--- src/rtl/rvc_pkg.sv ---
// Shared RV32C encodings and types for the fetch aligner and format expanders.
// Pure declarations; no timing.
// No flow control of its own.
package rvc_pkg;

    typedef logic [15:0] halfword_t;
    typedef logic [31:0] instr_t;

    typedef enum logic [1:0] {
        Q0     = 2'b00,
        Q1     = 2'b01,
        Q2     = 2'b10,
        Q3_32B = 2'b11
    } quadrant_t;

    localparam logic [3:0] C_FUNCT4_JR_MV    = 4'b1000;
    localparam logic [3:0] C_FUNCT4_JALR_ADD = 4'b1001;

    localparam logic [6:0] OP_JALR = 7'b1100111;
    localparam logic [6:0] OP_REG  = 7'b0110011;
    localparam instr_t     EBREAK  = 32'h00100073;

endpackage

--- src/rtl/rvc_cr_expand.sv ---
// Expands CR-format compressed halfwords; anything else passes through zero-extended.
// Purely combinational, zero cycles.
// No flow control; the caller qualifies the result with its own valid.
module rvc_cr_expand
    import rvc_pkg::*;
(
    input  halfword_t half,
    output instr_t    instr,
    output logic      expanded,
    output logic      illegal
);

    logic [4:0] rs1;
    logic [4:0] rs2;

    assign rs1 = half[11:7];
    assign rs2 = half[6:2];

    always_comb begin
        instr    = {16'b0, half};
        expanded = 1'b0;
        illegal  = (half == 16'h0000);
        if (quadrant_t'(half[1:0]) == Q2) begin
            case (half[15:12])
                C_FUNCT4_JR_MV: begin
                    if (rs2 != 5'd0) begin
                        instr    = {7'b0, rs2, 5'd0, 3'b000, rs1, OP_REG};
                        expanded = 1'b1;
                    end else if (rs1 != 5'd0) begin
                        instr    = {12'b0, rs1, 3'b000, 5'd0, OP_JALR};
                        expanded = 1'b1;
                    end else begin
                        illegal = 1'b1;
                    end
                end
                C_FUNCT4_JALR_ADD: begin
                    expanded = 1'b1;
                    if (rs2 != 5'd0)
                        instr = {7'b0, rs2, rs1, 3'b000, rs1, OP_REG};
                    else if (rs1 != 5'd0)
                        instr = {12'b0, rs1, 3'b000, 5'd1, OP_JALR};
                    else
                        instr = EBREAK;
                end
                default: ;
            endcase
        end
    end

endmodule

--- src/rtl/rvc_fetch_aligner.sv ---
// Halfword realignment buffer: fetch words in, one 16/32-bit instruction with PC out.
// A word accepted at edge N is presentable in cycle N+1; decode is combinational off the head.
// Fetch ready comes from registered occupancy only; the consumer may stall indefinitely.
module rvc_fetch_aligner
    import rvc_pkg::*;
#(
    parameter int PC_W     = 32,
    parameter int DEPTH_HW = 4
) (
    input  logic            iCLK,
    input  logic            iRST,
    input  logic            iFLUSH,
    input  logic [PC_W-1:0] iFLUSH_PC,
    input  logic            iFETCH_VALID,
    output logic            oFETCH_READY,
    input  logic [31:0]     iFETCH_DATA,
    input  logic [PC_W-1:0] iFETCH_PC,
    output logic            oINSTR_VALID,
    input  logic            iINSTR_READY,
    output logic [31:0]     oINSTR,
    output logic [PC_W-1:0] oINSTR_PC,
    output logic            oIS_C,
    output logic            oEXPANDED,
    output logic            oILLEGAL
);

    localparam int AW = $clog2(DEPTH_HW);
    localparam int CW = $clog2(DEPTH_HW + 1);

    halfword_t       hwBuf [DEPTH_HW];
    logic [AW-1:0]   headPtr, tailPtr;
    logic [CW-1:0]   count;
    logic            skipLo;
    logic [PC_W-1:0] headPc;

    halfword_t hLo, hHi;
    logic      is32;
    logic      pushFire, popFire;
    logic [CW-1:0] pushAmt, popAmt;
    instr_t    crInstr;
    logic      crExpanded, crIllegal;

    assign hLo  = hwBuf[headPtr];
    assign hHi  = hwBuf[headPtr + AW'(1)];
    assign is32 = (hLo[1:0] == 2'b11);

    assign oFETCH_READY = !iRST && (count <= CW'(DEPTH_HW - 2));
    // A 32-bit instruction whose upper half has not arrived yet must wait.
    assign oINSTR_VALID = !iRST && (((count >= CW'(1)) && !is32) || (count >= CW'(2)));

    assign pushFire = iFETCH_VALID && oFETCH_READY;
    assign popFire  = oINSTR_VALID && iINSTR_READY;

    always_comb begin
        pushAmt = '0;
        popAmt  = '0;
        if (pushFire)
            pushAmt = skipLo ? CW'(1) : CW'(2);
        if (popFire)
            popAmt = is32 ? CW'(2) : CW'(1);
    end

    rvc_cr_expand u_crExpand (
        .half     (hLo),
        .instr    (crInstr),
        .expanded (crExpanded),
        .illegal  (crIllegal)
    );

    assign oINSTR    = is32 ? {hHi, hLo} : crInstr;
    assign oINSTR_PC = headPc;
    assign oIS_C     = oINSTR_VALID && !is32;
    assign oEXPANDED = oIS_C && crExpanded;
    assign oILLEGAL  = oIS_C && crIllegal;

    always_ff @(posedge iCLK) begin
        if (pushFire && !iFLUSH) begin
            if (skipLo) begin
                hwBuf[tailPtr] <= iFETCH_DATA[31:16];
            end else begin
                hwBuf[tailPtr]          <= iFETCH_DATA[15:0];
                hwBuf[tailPtr + AW'(1)] <= iFETCH_DATA[31:16];
            end
        end
    end

    always_ff @(posedge iCLK) begin
        if (iRST) begin
            count   <= '0;
            headPtr <= '0;
            tailPtr <= '0;
            skipLo  <= 1'b0;
            headPc  <= '0;
        end else if (iFLUSH) begin
            count   <= '0;
            headPtr <= '0;
            tailPtr <= '0;
            skipLo  <= iFLUSH_PC[1];
            headPc  <= iFLUSH_PC & ~PC_W'(1);
        end else begin
            count <= count + pushAmt - popAmt;
            if (pushFire) begin
                tailPtr <= tailPtr + AW'(pushAmt);
                skipLo  <= 1'b0;
            end
            if (popFire) begin
                headPtr <= headPtr + AW'(popAmt);
                headPc  <= headPc + (is32 ? PC_W'(4) : PC_W'(2));
            end
            // Pop is impossible from empty, so this never races the advance above.
            if (pushFire && (count == '0))
                headPc <= skipLo ? iFETCH_PC + PC_W'(2) : iFETCH_PC;
        end
    end

endmodule

--- config.mk ---
export PLATFORM = sky130hd
export DESIGN_NAME = rvc_fetch_aligner
export DESIGN_NICKNAME = d
export VERILOG_FILES = /design/src/rtl/rvc_pkg.sv /design/src/rtl/rvc_cr_expand.sv /design/src/rtl/rvc_fetch_aligner.sv
export SDC_FILE = /design/constraint.sdc
export NUM_CORES = 1
export LEC_CHECK = 0
export BUFFER_PORTS_ARGS = -buffer_cell sky130_fd_sc_hd__buf_2
export CORE_MARGIN = 2
export CORE_UTILIZATION = 55
export DETAILED_ROUTE_END_ITERATION = 8
export GPL_TIMING_DRIVEN = 0
export PLACE_DENSITY = 0.81
export SLEW_MARGIN = 10
export SYNTH_ARGS = -nofsm -noshare
export SYNTH_HDL_FRONTEND = slang
export SYNTH_SLANG_ARGS = --single-unit
--- constraint.sdc ---
create_clock -name iCLK -period 3.85 [get_ports iCLK]
set_input_delay 0.385 -clock iCLK [delete_from_list [all_inputs] [get_ports iCLK]]
set_output_delay 0.385 -clock iCLK [all_outputs]
set_load 0.01 [all_outputs]
==> results.md <==
* Outcome: complete, no violations
* Clk sinks at 106
* CP cell instances: buf_6 -> buf_4 -> mux4_2 -> buf_2 -> nand2_2 -> clkinvlp_4 -> ha_1 -> a21o_1 -> and4_4 -> nand2_1 -> o311a_1 -> a211oi_1 -> a211oi_1
* Die footprint at 14160 um2
* DR vias at 7077
* Critical path's largest stage delay at 0.40 ns
* Max Slew Vio Count at 0
* Net Sw Frac at 30.55%
* First-pass GRT wire length at 35850 um
* Library cells used by synthesis at 70
* Via density per instance at 6.614
* Peak supply drop at 0.0002414 V
* Most frequent cells in the layout: 181 x buf_2, 68 x nor2_1, 65 x mux2_2, 64 x edfxtp_1, 49 x nand2_1
* Number of synthesized flops with an enable pin at 64
* Worst hold endpoint: oINSTR_PC[15]$_SDFFE_PP0P_
* Fill cells at 1008
* Port Buffers at 168
* Ports at 170
* 1st-iter DRT viols at 908
* Multi-input gate area at 4297 um2
* GR Overflow Total at 0
* Sequential Power Share at 45.0%
* FF-to-FF path depth at 13
* WHS Path Cells at 3
* Syn_area_per_cell at 10.36 um2
* Comb pwr share at 20.7%
* Commonest non-fill, non-tap cell in the layout: buf_2
* Fin crit share at 95.68%
* Worst path most repeated cell: a211oi_1
* CTS tree: done
* RR Endpoint: oINSTR_PC[30]$_SDFFE_PP0P_
* Clock Power Share at 34.3%
* Max-Cap Viols at 0
* Drt wl/cell at 22.05 um
* Worst slew margin at 27.01%
* Clock slew at reported path FFs at 0.08 ns
* Post-synthesis sequential area ratio at 37.97%
* Residual DRC at 0
* Largest net degree at the start of global routing at 21
* Unrepaired setup endpoints after global routing: false
* Antenna Violating Nets Remaining at 0
* Max Fclk at 271.5 MHz
* Gpl congestion at 0.9538
* Row count at 42
* GR Util All Layers at 32.91%
* Worst-path fanout max at 10
* Final setup viols at 0
* Mapped Cells at 702
* Top FF cell, synth: edfxtp_1
* Number of synthesized register bits at 106
* Worst EP required at 4.08 ns
* Finished Cell Area at 8775 um2
* Synth Cell Area at 7276 um2
* Worst setup path class: reg -> reg
* Worst hold path class: in -> reg
* Clock root buffer: clkbuf_16
* Final Hold Fails at 0
* Vias in the first global route at 6676
* Drt first pass iters at 7
* Worst hold start: iFLUSH_PC[15]
* Clk_skew at 0.01012 ns
* Leakage Power at 0.003328 uW
* Fin nets at 997
* Critical Path Start Type: flip-flop
* Crit end category: flip-flop
* Syn nets at 811
* Area Growth Syn to Fin at 20.60%
* Post-layout min period at 3.684 ns
* Slowest stage cell, crit path: mux4_2
* Dpl cell area at 8387 um2
* Total CTS buffers at 9
* Initial antenna violation count at 1
* Slew @ Worst Pin at 1.086 ns
* H-tree depth at 3
* Share of post-route cells with drive strength above 1 at 37.29%
* Die width at 119.0 um
* Final core utilization at 67.06%
* Starting Density at 55.60%
* Net Switching at 901.5 uW
* Std-Cell Core Area at 13090 um2
* Synth async-reset ratio at 0%
* Pwr Density at 336.2 nW/um2
* Reg2Reg Setup Slack at 0.17 ns
* Post-cts hold buffer count at 0
* Internal power at 2049 uW
* Yosys warns at 0
* Hpwl dp at 16600 um
* Post-Route WL at 23590 um
* Die height at 119.0 um
* FF+latch area at 2763 um2
* TNS Setup at 0 ns
* Clk buf depth at 2
* Crit path DAT at 3.91 ns
* Worst skew pair latency at 0.38 ns
-- cell usage after synthesis (4+ instances only) --
master	instances	area share (%)
nor3_1	22	1.5
a31oi_1	4	0.34
xor2_1	15	1.8
mux2_2	65	10
mux2i_1	6	0.83
xnor2_1	37	4.5
or2_1	4	0.34
buf_6	4	0.62
a22oi_1	9	0.93
and4_1	4	0.48
and2_1	6	0.52
and3_1	18	1.5
a21o_1	4	0.41
nand2_1	50	2.6
dfxtp_1	42	12
edfxtp_1	64	26
nor4_1	4	0.34
inv_1	11	0.57
o32ai_1	4	0.48
a22o_1	7	0.84
clkbuf_1	23	1.2
nand3_1	27	1.9
mux4_2	32	9.9
nand4_1	24	2.1
a211oi_1	21	2.2
o211ai_1	7	0.72
buf_2	13	0.89
o21ai_0	15	1.0
ha_1	5	0.86
nor2_1	70	3.6
nor2b_1	5	0.43
a21oi_1	20	1.4
-- layout make-up --
cell class	instances	share of cell area [%]
clock buffers	9	2.567
clock inverters	7	0.9981
well taps	176	2.510
multi-input cells	541	48.97
repair buffers	177	10.57
plain buffers	40	2.281
inverters	13	0.5989
diodes	1	0.02852
flip-flops and latches	106	31.48
-- critical path: cells and delay by family (launching register included) --
| family | cells | cell delay [ns] |
|---|---|---|
| AOI/OAI and AO/OA | 4 | 0.95 |
| buffers and inverters | 4 | 0.86 |
| and+or+nand+nor | 3 | 0.66 |
| muxes | 1 | 0.40 |
| adders and majority gates | 1 | 0.34 |
| DFF | 1 | 0.33 |
-- how the worst max path moves through the flow --
stage,from,to,cells past startpoint
global route,flip-flop,oINSTR_PC[25]$_SDFFE_PP0P_,14
floorplan,flip-flop,oINSTR_PC[27]$_SDFFE_PP0P_,14
global placement,flip-flop,oINSTR_PC[27]$_SDFFE_PP0P_,14
finish,flip-flop,oINSTR_PC[30]$_SDFFE_PP0P_,13
CTS,flip-flop,oINSTR_PC[30]$_SDFFE_PP0P_,13
detailed placement,flip-flop,oINSTR_PC[27]$_SDFFE_PP0P_,14
-- kinds of logic after synthesis --
group	after synthesis	share of synthesized area, %
and+or+nand+nor	253	17.39
buffers and inverters	55	3.525
DFF	106	37.97
muxes	103	20.79
xor gates and xnor gates	52	6.260
adders and majority gates	8	1.685
AOI/OAI and AO/OA	125	12.38
-- metrics by stage --
stage | total power (uW) | std cells | hold slack, ns | worst slack (ns)
CTS | 2930 | 1063 | 0.2340 | -0.06547
floorplan | 1693 | 702 | 0.4805 | 0.3985
global placement | 1919 | 1046 | 0.4391 | -0.5500
global route | 3046 | 1069 | 0.2368 | 0.009712
finish | 2950 | 1070 | 0.2363 | 0.1662
detailed placement | 1935 | 1049 | 0.4446 | -0.6109
-- flip-flops by register name (all words and copies together), names as in the netlist, named ones only --
signal and cells:
count 3, headPtr 2, hwBuf 64, oINSTR_PC 31, skipLo 1, tailPtr 2
-- repair_timing --
item,4_1_cts,5_1_grt
pin swaps,0,1
resized for setup,3,5
setup endpoints to repair,17,15
setup buffers,0,6
-- power by group through the flow --
| stage | Clock (uW) | Combinational, uW | Sequential (uW) |
|---|---|---|---|
| 4_1_cts | 1010 | 593 | 1320 |
| 2_1_floorplan | 0 | 344 | 1350 |
| 3_5_place_dp | 0 | 586 | 1350 |
| 3_3_place_gp | 0 | 572 | 1350 |
| 6_report | 1010 | 611 | 1330 |
| 5_1_grt | 1060 | 653 | 1330 |
-- metal layers --
metal / vias up / routed length [um] / global-route usage [%] / share of wire, %
met5: - / 0 / 0 / 0
met3: 104 / 2844 / 7.998 / 12
met2: 584 / 11070 / 53.48 / 47
met1: 3328 / 8770 / 41.52 / 37
met4: 0 / 906 / 15.33 / 3.8
li1: 3061 / - / - / -
(Power assumes the default switching activity.)
